$ cat config.mk
export PLATFORM = sky130hd
export DESIGN_NAME = pipeline_muldiv_flat
export DESIGN_NICKNAME = d
export VERILOG_FILES = /design/src/rtl/pipeline_muldiv_if.sv /design/src/rtl/pipeline_muldiv.sv /design/src/flat_wrapper.sv
export SDC_FILE = /design/constraint.sdc
export NUM_CORES = 1
export LEC_CHECK = 0
export BUFFER_PORTS_ARGS = -buffer_cell sky130_fd_sc_hd__buf_2
export CAP_MARGIN = 5
export CORE_MARGIN = 2
export CORE_UTILIZATION = 50
export DETAILED_ROUTE_END_ITERATION = 7
export PLACE_DENSITY_LB_ADDON = 0.12
export SLEW_MARGIN = 10
export SYNTH_ARGS = -nofsm -noshare
export SYNTH_HDL_FRONTEND = slang
export SYNTH_SLANG_ARGS = --single-unit
$ cat constraint.sdc
create_clock -name clk -period 9.2 [get_ports clk]
set_input_delay 0.46 -clock clk [delete_from_list [all_inputs] [get_ports clk]]
set_output_delay 0.46 -clock clk [all_outputs]
set_load 0.005 [all_outputs]
$ cat src/rtl/pipeline_muldiv_if.sv
// Command/result bundle between the EX stage and the multiply/divide unit.
interface pipeline_muldiv_if #(
  parameter int WIDTH = 32
);
  logic             iStart;
  logic [2:0]       iOp;
  logic [WIDTH-1:0] iA;
  logic [WIDTH-1:0] iB;
  logic             iFlush;
  logic             oBusy;
  logic [WIDTH-1:0] oHi;
  logic [WIDTH-1:0] oLo;
  logic             oDone;
  logic             oDivByZero;

  modport master (
    output iStart, iOp, iA, iB, iFlush,
    input  oBusy, oHi, oLo, oDone, oDivByZero
  );

  modport slave (
    input  iStart, iOp, iA, iB, iFlush,
    output oBusy, oHi, oLo, oDone, oDivByZero
  );
endinterface

$ cat src/rtl/pipeline_muldiv.sv
// Iterative MULT/MULTU/DIV/DIVU unit with architectural HI/LO, run on magnitudes
// and sign-corrected in a final FIX cycle before committing.
module pipeline_muldiv #(
  parameter int WIDTH    = 32,
  parameter int MUL_STEP = 1
) (
  input logic              clk,
  input logic              reset,
  pipeline_muldiv_if.slave bus
);
  localparam int            CW       = $clog2(WIDTH) + 1;
  localparam logic [CW-1:0] MUL_LAST = CW'(WIDTH / MUL_STEP - 1);
  localparam logic [CW-1:0] DIV_LAST = CW'(WIDTH - 1);

  typedef enum logic [1:0] {IDLE, MUL, DIV, FIX} state_e;

  state_e               state_q, state_d;
  logic [2*WIDTH-1:0]   acc_q, acc_d;
  logic [WIDTH-1:0]     opnd_q, opnd_d;
  logic [WIDTH-1:0]     hi_q, hi_d;
  logic [WIDTH-1:0]     lo_q, lo_d;
  logic [CW-1:0]        cnt_q, cnt_d;
  logic                 signA_q, signA_d;
  logic                 signB_q, signB_d;
  logic                 isDiv_q, isDiv_d;
  logic                 done_q, done_d;
  logic                 dbz_q, dbz_d;

  logic                    isSigned;
  logic [WIDTH-1:0]        absA, absB;
  logic [WIDTH+MUL_STEP-1:0] mulPart, mulSum;
  logic [WIDTH:0]          divTrial;
  logic [WIDTH-1:0]        divDiff;
  logic                    divGe;
  logic [2*WIDTH-1:0]      prodFix;
  logic [WIDTH-1:0]        quotFix, remFix;

  // MIN negates to itself, which read unsigned is exactly 2^(WIDTH-1).
  always_comb begin : datapath
    isSigned = ~bus.iOp[0];
    absA     = (isSigned && bus.iA[WIDTH-1]) ? -bus.iA : bus.iA;
    absB     = (isSigned && bus.iB[WIDTH-1]) ? -bus.iB : bus.iB;
    mulPart  = {{MUL_STEP{1'b0}}, opnd_q} * {{WIDTH{1'b0}}, acc_q[MUL_STEP-1:0]};
    mulSum   = {{MUL_STEP{1'b0}}, acc_q[2*WIDTH-1:WIDTH]} + mulPart;
    divTrial = {acc_q[2*WIDTH-1:WIDTH], acc_q[WIDTH-1]};
    divGe    = (divTrial >= {1'b0, opnd_q});
    divDiff  = divTrial[WIDTH-1:0] - opnd_q;
    prodFix  = (signA_q ^ signB_q) ? -acc_q : acc_q;
    quotFix  = (signA_q ^ signB_q) ? -acc_q[WIDTH-1:0] : acc_q[WIDTH-1:0];
    remFix   = signA_q ? -acc_q[2*WIDTH-1:WIDTH] : acc_q[2*WIDTH-1:WIDTH];
  end

  always_comb begin : nextState
    state_d = state_q;
    acc_d   = acc_q;
    opnd_d  = opnd_q;
    hi_d    = hi_q;
    lo_d    = lo_q;
    cnt_d   = cnt_q;
    signA_d = signA_q;
    signB_d = signB_q;
    isDiv_d = isDiv_q;
    done_d  = 1'b0;
    dbz_d   = 1'b0;

    case (state_q)
      IDLE: begin
        if (bus.iStart) begin
          if (!bus.iOp[2]) begin
            if (bus.iOp[1] && (bus.iB == '0)) begin
              dbz_d = 1'b1;
            end else begin
              signA_d = isSigned & bus.iA[WIDTH-1];
              signB_d = isSigned & bus.iB[WIDTH-1];
              isDiv_d = bus.iOp[1];
              opnd_d  = bus.iOp[1] ? absB : absA;
              acc_d   = {{WIDTH{1'b0}}, (bus.iOp[1] ? absA : absB)};
              cnt_d   = '0;
              state_d = bus.iOp[1] ? DIV : MUL;
            end
          end else if (!bus.iOp[1]) begin
            if (bus.iOp[0]) lo_d = bus.iA;
            else            hi_d = bus.iA;
          end
        end
      end
      // Low half holds the unretired multiplier bits; product bits shift in from the top.
      MUL: begin
        acc_d = {mulSum, acc_q[WIDTH-1:MUL_STEP]};
        if (cnt_q == MUL_LAST) begin
          cnt_d   = '0;
          state_d = FIX;
        end else begin
          cnt_d = cnt_q + CW'(1);
        end
      end
      DIV: begin
        acc_d = {(divGe ? divDiff : divTrial[WIDTH-1:0]), acc_q[WIDTH-2:0], divGe};
        if (cnt_q == DIV_LAST) begin
          cnt_d   = '0;
          state_d = FIX;
        end else begin
          cnt_d = cnt_q + CW'(1);
        end
      end
      FIX: begin
        if (isDiv_q) begin
          hi_d = remFix;
          lo_d = quotFix;
        end else begin
          {hi_d, lo_d} = prodFix;
        end
        done_d  = 1'b1;
        state_d = IDLE;
      end
      default: state_d = IDLE;
    endcase

    // Abort drops any pending commit or new command, leaving HI/LO untouched.
    if (bus.iFlush) begin
      state_d = IDLE;
      hi_d    = hi_q;
      lo_d    = lo_q;
      cnt_d   = '0;
      done_d  = 1'b0;
      dbz_d   = 1'b0;
    end
  end

  always_ff @(posedge clk) begin : stateReg
    if (!reset) begin
      state_q <= IDLE;
      acc_q   <= '0;
      opnd_q  <= '0;
      hi_q    <= '0;
      lo_q    <= '0;
      cnt_q   <= '0;
      signA_q <= 1'b0;
      signB_q <= 1'b0;
      isDiv_q <= 1'b0;
      done_q  <= 1'b0;
      dbz_q   <= 1'b0;
    end else begin
      state_q <= state_d;
      acc_q   <= acc_d;
      opnd_q  <= opnd_d;
      hi_q    <= hi_d;
      lo_q    <= lo_d;
      cnt_q   <= cnt_d;
      signA_q <= signA_d;
      signB_q <= signB_d;
      isDiv_q <= isDiv_d;
      done_q  <= done_d;
      dbz_q   <= dbz_d;
    end
  end

  assign bus.oBusy      = (state_q != IDLE);
  assign bus.oHi        = hi_q;
  assign bus.oLo        = lo_q;
  assign bus.oDone      = done_q;
  assign bus.oDivByZero = dbz_q;
endmodule

$ cat src/flat_wrapper.sv
// flat-port wrapper written by rule: the top's interface ports become plain ports
module pipeline_muldiv_flat 
#(
  parameter int WIDTH    = 32,
  parameter int MUL_STEP = 1
)
  (clk, reset, bus_iStart, bus_iOp, bus_iA, bus_iB, bus_iFlush, bus_oBusy, bus_oHi, bus_oLo, bus_oDone, bus_oDivByZero);
  pipeline_muldiv_if #(.WIDTH(WIDTH)) bus_i ();
  input logic clk;
  input logic reset;
  input wire logic [$bits(bus_i.iStart)-1:0] bus_iStart;
  input wire logic [$bits(bus_i.iOp)-1:0] bus_iOp;
  input wire logic [$bits(bus_i.iA)-1:0] bus_iA;
  input wire logic [$bits(bus_i.iB)-1:0] bus_iB;
  input wire logic [$bits(bus_i.iFlush)-1:0] bus_iFlush;
  output wire logic [$bits(bus_i.oBusy)-1:0] bus_oBusy;
  output wire logic [$bits(bus_i.oHi)-1:0] bus_oHi;
  output wire logic [$bits(bus_i.oLo)-1:0] bus_oLo;
  output wire logic [$bits(bus_i.oDone)-1:0] bus_oDone;
  output wire logic [$bits(bus_i.oDivByZero)-1:0] bus_oDivByZero;
  assign bus_i.iStart = bus_iStart;
  assign bus_i.iOp = bus_iOp;
  assign bus_i.iA = bus_iA;
  assign bus_i.iB = bus_iB;
  assign bus_i.iFlush = bus_iFlush;
  assign bus_oBusy = bus_i.oBusy;
  assign bus_oHi = bus_i.oHi;
  assign bus_oLo = bus_i.oLo;
  assign bus_oDone = bus_i.oDone;
  assign bus_oDivByZero = bus_i.oDivByZero;
  pipeline_muldiv #(.WIDTH(WIDTH), .MUL_STEP(MUL_STEP)) u_core (.clk(clk), .reset(reset), .bus(bus_i));
endmodule
After elaboration in Yosys (flattened, before gate mapping)

Index checks and enable logic that the tools add are counted.

Register bits after elaboration: 173
Input bits: 71
Logic and storage cells: 98

$add $sub $neg: 8
$mul: 1
Order comparisons: 1
Eq/ne operators: 12
Mux-type cells: 37
Bitwise gates (word level): 10
Reductions and logical operators: 18

Operators by type and width:

| cell                                          | count |
|---|---|
| two-way mux 32 bit                            | 17 |
| two-way mux 64 bit                            | 4 |
| one-hot mux 64 bit (3 select lines)           | 1 |
| negation 32 bit                               | 4 |
| one-hot mux 32 bit (2 select lines)           | 2 |
| negation 64 bit                               | 1 |
| adder 32 x 33 -> 33 bit                       | 1 |
| >= comparator 33 x 32 -> 1 bit                | 1 |
| multiplier 32 x 1 -> 33 bit                   | 1 |
| logical NOT 32 bit                            | 1 |
| subtractor 32 bit                             | 1 |
| two-way mux 6 bit                             | 4 |
| AND reduction 4 bit                           | 4 |
| inequality test 2 bit, second input constant  | 7 |
| one-hot mux 6 bit (2 select lines)            | 1 |
| AND reduction 6 bit                           | 2 |
| two-way mux 2 bit                             | 5 |
| inverter 1 bit                                | 7 |
| adder 6 x 1 -> 6 bit, second input constant   | 1 |
| == test 6 x 5 -> 1 bit, second input constant | 1 |
| one-hot mux 2 bit (3 select lines)            | 1 |
| nonzero test 2 bit                            | 3 |
| OR reduction 5 bit                            | 1 |
| == test 2 bit, second input constant          | 2 |
| 9 further kinds                               | 14 |

Longest topological paths before layout

Depth in word-level cells: 8
Gate-level depth with buffers: 14

Worst setup path after synthesis

Ideal clock, no wire load.

Path kind: flip-flop to flip-flop
Start: register u_core.acc_q[34]
End: register u_core.acc_q[32]
Data arrival time: 3204 ps
Path slack: 5861 ps
Stages on the path, launching flop included: 13
Cell sequence: dfxtp_1 -> ha_1 -> a21o_1 -> a21oi_1 -> a2111o_1 -> nand4b_1 -> a211o_1 -> a2111oi_0 -> clkbuf_1 -> clkbuf_1 -> nor2_1 -> a21oi_1 -> o221ai_1

Cells in the longest elaborated chain, start to end: 3

Ends and longest elaborated chain:

| item                                | RTL line               | text |
|---|---|---|
| from (decl)                         | pipeline_muldiv.sv:18  | `logic [2*WIDTH-1:0] acc_q, acc_d;` |
| from (signal assigned)              | pipeline_muldiv.sv:133 | `acc_q <= '0;` |
| from (signal assigned)              | pipeline_muldiv.sv:145 | `acc_q <= acc_d;` |
| >= comparator 33 x 32 -> 1 bit      | pipeline_muldiv.sv:46  | `divGe = (divTrial >= {1'b0, opnd_q});` |
| two-way mux 32 bit                  | pipeline_muldiv.sv:98  | `acc_d = {(divGe ? divDiff : divTrial[WIDTH-1:0]), acc_q[WIDTH-2:0], divGe};` |
| one-hot mux 64 bit (3 select lines) | pipeline_muldiv.sv:66  | `case (state_q)` |

Every way passes these cells.
A chain may end at the register's enable or synchronous reset.

Worst setup path after layout

Start: register u_core.acc_q[0]
End: register u_core.acc_q[62]

Cells in the longest elaborated chain, start to end: 3

Ends and longest elaborated chain:

| item                                | RTL line              | text |
|---|---|---|
| multiplier 32 x 1 -> 33 bit         | pipeline_muldiv.sv:43 | `mulPart = {{MUL_STEP{1'b0}}, opnd_q} * {{WIDTH{1'b0}}, acc_q[MUL_STEP-1:0]};` |
| adder 32 x 33 -> 33 bit             | pipeline_muldiv.sv:44 | `mulSum = {{MUL_STEP{1'b0}}, acc_q[2*WIDTH-1:WIDTH]} + mulPart;` |
| one-hot mux 64 bit (3 select lines) | pipeline_muldiv.sv:66 |  |

Every way passes these cells.

==> results.md <==
* Initial Utilization at 0.504
* Ys async rst share at 0
* Core Footprint at 29400 um2
* Required time of the critical path at 9.53 ns
* Pre-CTS setup slack at 5.17 ns
* Final HPWL DP at 44900 um
* Clk sinks at roughly 170
* Longest Clk Path Bufs at 2
* Final worst slack at 5.06 ns
* Crit path DAT at 4.48 ns
* Netlist cell types at 87
* Worst-path clk slew at 0.09 ns
* # resized after CTS at 0
* #FFs+latches synth at 173
* Crit path max fanout at 31
* Routed vias at 16400
* First-pass GRT wire length at 87600 um
* Cells after synthesis at 2049
* Number of antenna violations at the first check in global routing at 0
* Vias in the first global route at 14700
* H-tree levels at 4
* Fmax at 241 MHz
* Pin count of the biggest net entering global routing at 92
* Overall power at 2320 uW
* Mux contribution to synthesized area at 0.0136
* Crit path time final at 4.14 ns
* Adder-cell share of the synthesized area at 0.0644
* Post-synth EDFFs at 0
* # rows at 63
* Final #Nets at 2239
* Hold-fix buffers at CTS at 0
* Leakage at ~0.0068 uW
* Type of the worst setup path: reg2reg
* Register area share after synthesis at 0.234
* Yosys warns at 0
* Min-delay worst type: in2reg
* Die Height at about 180 um
* Die X at about 180 um
* Power per cell area at between 100 and 150 nW/um2
* Top-level I/O count at 138
* Worst Tran Pin Value at 1.16 ns
* R2R depth at 12
* Final hold viol count at 0
* CTS tree: yes
* Hold path depth at 4
* Post-Syn Nets at 2195
* Postcts setup bufs at 0
* Xor/xnor share of the synthesized area at 0.103
* Final Cell Area at 16200 um2
* GPL Wtd Cong at ~1.0
* Combinational family with the most area after synthesis: compound AO/OA/AOI/OAI gates
* Buffers on Ports at approximately 140
* Max Clock Skew at 0.0203 ns
* Detailed Routing Iterations Pass 1 at 8
* DP Area at 15600 um2
* Ratio of cells with drive above 1 in the final layout at 0.113
* Worst vdd ir at approximately 0.15 mV
* Total Routed Length at around 59000 um
* Ant diodes at 0
* Syn-to-layout area delta at 9.59%
* Worst Hold End: u_core.bus.oDivByZero
* R2r endpoint: u_core.acc_q[62]
* Avg Inst Size Synth at 7.23 um2
* Simple-gate share of the synthesized area at 0.215
* Die ar. at 31000 um2
* DRC viols at 0
* DRT iter0 DRCs at 2003
* Worst setup EP type: flip-flop
* Tcrit/Tclk final at 0.450
* Worst skew pair latency at 0.48 ns
* Max-slew violation count at 0
* Crit path launch type: flip-flop
* Status: complete, no violations
* Post-Synthesis Cell Area at 14800 um2
* GRT Total Usage at 0.368
* Drt wl/cell at around 24 um
* Final antenna-violating net count at 0
* Worst hold start: bus_iOp[2]
* R2R Setup Slk at 5.06 ns
* CTS buffer count at 17
* Final setup fails at 0
* Worst rel slew slack at 0.225
* Compound-cell area share of the yosys netlist at 0.310
* Clock Tree Root: clkbuf_16
* # fillers at 2941
* Total global routing overflow at 0
* Synth Flop Type: dfxtp_1
* R2r startpoint: u_core.acc_q[0]
* RSZ-0062 raised after global routing: false
* Setup TNS at 0 ns
* Vias per std cell at between 6 and 7
* Max_cap viols at 0
* Final cell count without fillers at 2496
* Cells after DPL at approximately 2500
==> state kept, by name, indices dropped and copies added (netlist names), 2 cells and up <==
signal / flops
u_core.bus.oLo: 32
u_core.acc_q: 64
u_core.cnt_q: 6
u_core.bus.oHi: 32
u_core.state_q: 2
u_core.opnd_q: 32
==> per-stage QoR <==
step                      utilization  hold slack, ns
final                           0.552           0.355
after CTS                       0.552           0.336
after detailed placement        0.531           0.448
after floorplan                     -           0.432
after global placement          0.531           0.440
after global routing            0.552           0.364
==> cell type report <==
type	instances	area (um2)	area share
Clock inverter	14	168	0.0103
Multi-Input combinational cell	1665	10500	0.648
Clock buffer	18	439	0.0271
Timing Repair Buffer	161	866	0.0533
Inverter	75	283	0.0174
Sequential cell	173	3460	0.213
Tap cell	390	488	0.0301
==> synth_stat cells, types with 18 or more instances <==
master | number | area, um2
a211oi_1 | 69 | 518
a21o_1 | 38 | 285
a21oi_1 | 233 | 1170
a22oi_1 | 32 | 240
a31oi_1 | 23 | 144
clkbuf_1 | 114 | 428
dfxtp_1 | 173 | 3460
ha_1 | 73 | 913
inv_1 | 73 | 274
mux2i_1 | 19 | 190
nand2_1 | 180 | 676
nand3_1 | 35 | 175
nor2_1 | 264 | 991
nor3_1 | 35 | 175
nor4_1 | 25 | 156
o211ai_1 | 39 | 293
o21ai_0 | 127 | 636
o31ai_1 | 21 | 158
or3_1 | 18 | 113
xnor2_1 | 88 | 771
xor2_1 | 86 | 753
==> per-layer routing <==
metal | share of wire | track usage | wire length (um)
met5 | 0 | 0 | 0
met4 | 0.062 | 0.217 | 3650
met3 | 0.078 | 0.0420 | 4600
met2 | 0.46 | 0.590 | 26800
met1 | 0.40 | 0.477 | 23600
==> power breakdown <==
| part | switching, uW | internal [uW] |
|---|---|---|
| Sequential | 68.6 | 792 |
| Clock | 393 | 377 |
| Combinational | 453 | 238 |
| Total | 915 | 1410 |
==> cell usage in the layout (no fill, tap or decap), drive strengths merged, types with 6 or more instances in the layout <==
master,instances
xnor2,88
o41ai,10
mux2i,19
nand2b,13
nand3,35
and3,12
o211ai,39
nand2,180
o221ai,7
nor2b,13
o21ai,131
a21oi,233
xor2,86
o31ai,21
clkinv,7
nor2,264
a22o,8
a221o,15
a221oi,7
or2,14
o22ai,10
dfxtp,173
nand4,14
a22oi,32
a31oi,23
inv,82
a2111oi,6
o21a,6
or3,20
clkbuf,18
and2,15
a21o,38
ha,73
a211oi,69
or4,18
a211o,11
buf,161
nor3,35
a311oi,6
nor4,27
==> cells by family after synthesis <==
kind of cell,count (synthesis)
simple gates,680
flops,173
mux,20
fa+ha+maj,75
xor+xnor,174
buf+inv,211
compound gates,716
==> critical path, stage by stage (launching register included) <==
cell and delay, ns:
dfxtp_1 0.37, inv_1 0.82, nor2_1 0.09, ha_1 0.39, a21oi_1 0.20, o21ai_0 0.15, a31oi_1 0.25, a21oi_1 0.12
o21ai_0 0.57, o21ai_0 0.35, a221oi_1 0.36, mux2i_1 0.22, o211ai_1 0.10
==> worst max path at each step <==
stage / start / end / slack, ns / cells after the start
floorplan: u_core.acc_q[34] / u_core.acc_q[32] / 5.86 / 12
global placement: u_core.acc_q[0] / u_core.acc_q[62] / 5.18 / 12
detailed placement: u_core.acc_q[0] / u_core.acc_q[62] / 5.17 / 12
CTS: u_core.acc_q[0] / u_core.acc_q[62] / 5.11 / 12
global route: u_core.acc_q[0] / u_core.acc_q[62] / 4.80 / 12
finish: u_core.acc_q[0] / u_core.acc_q[62] / 5.06 / 12
No activity file was read; power rests on OpenSTA's default activity.
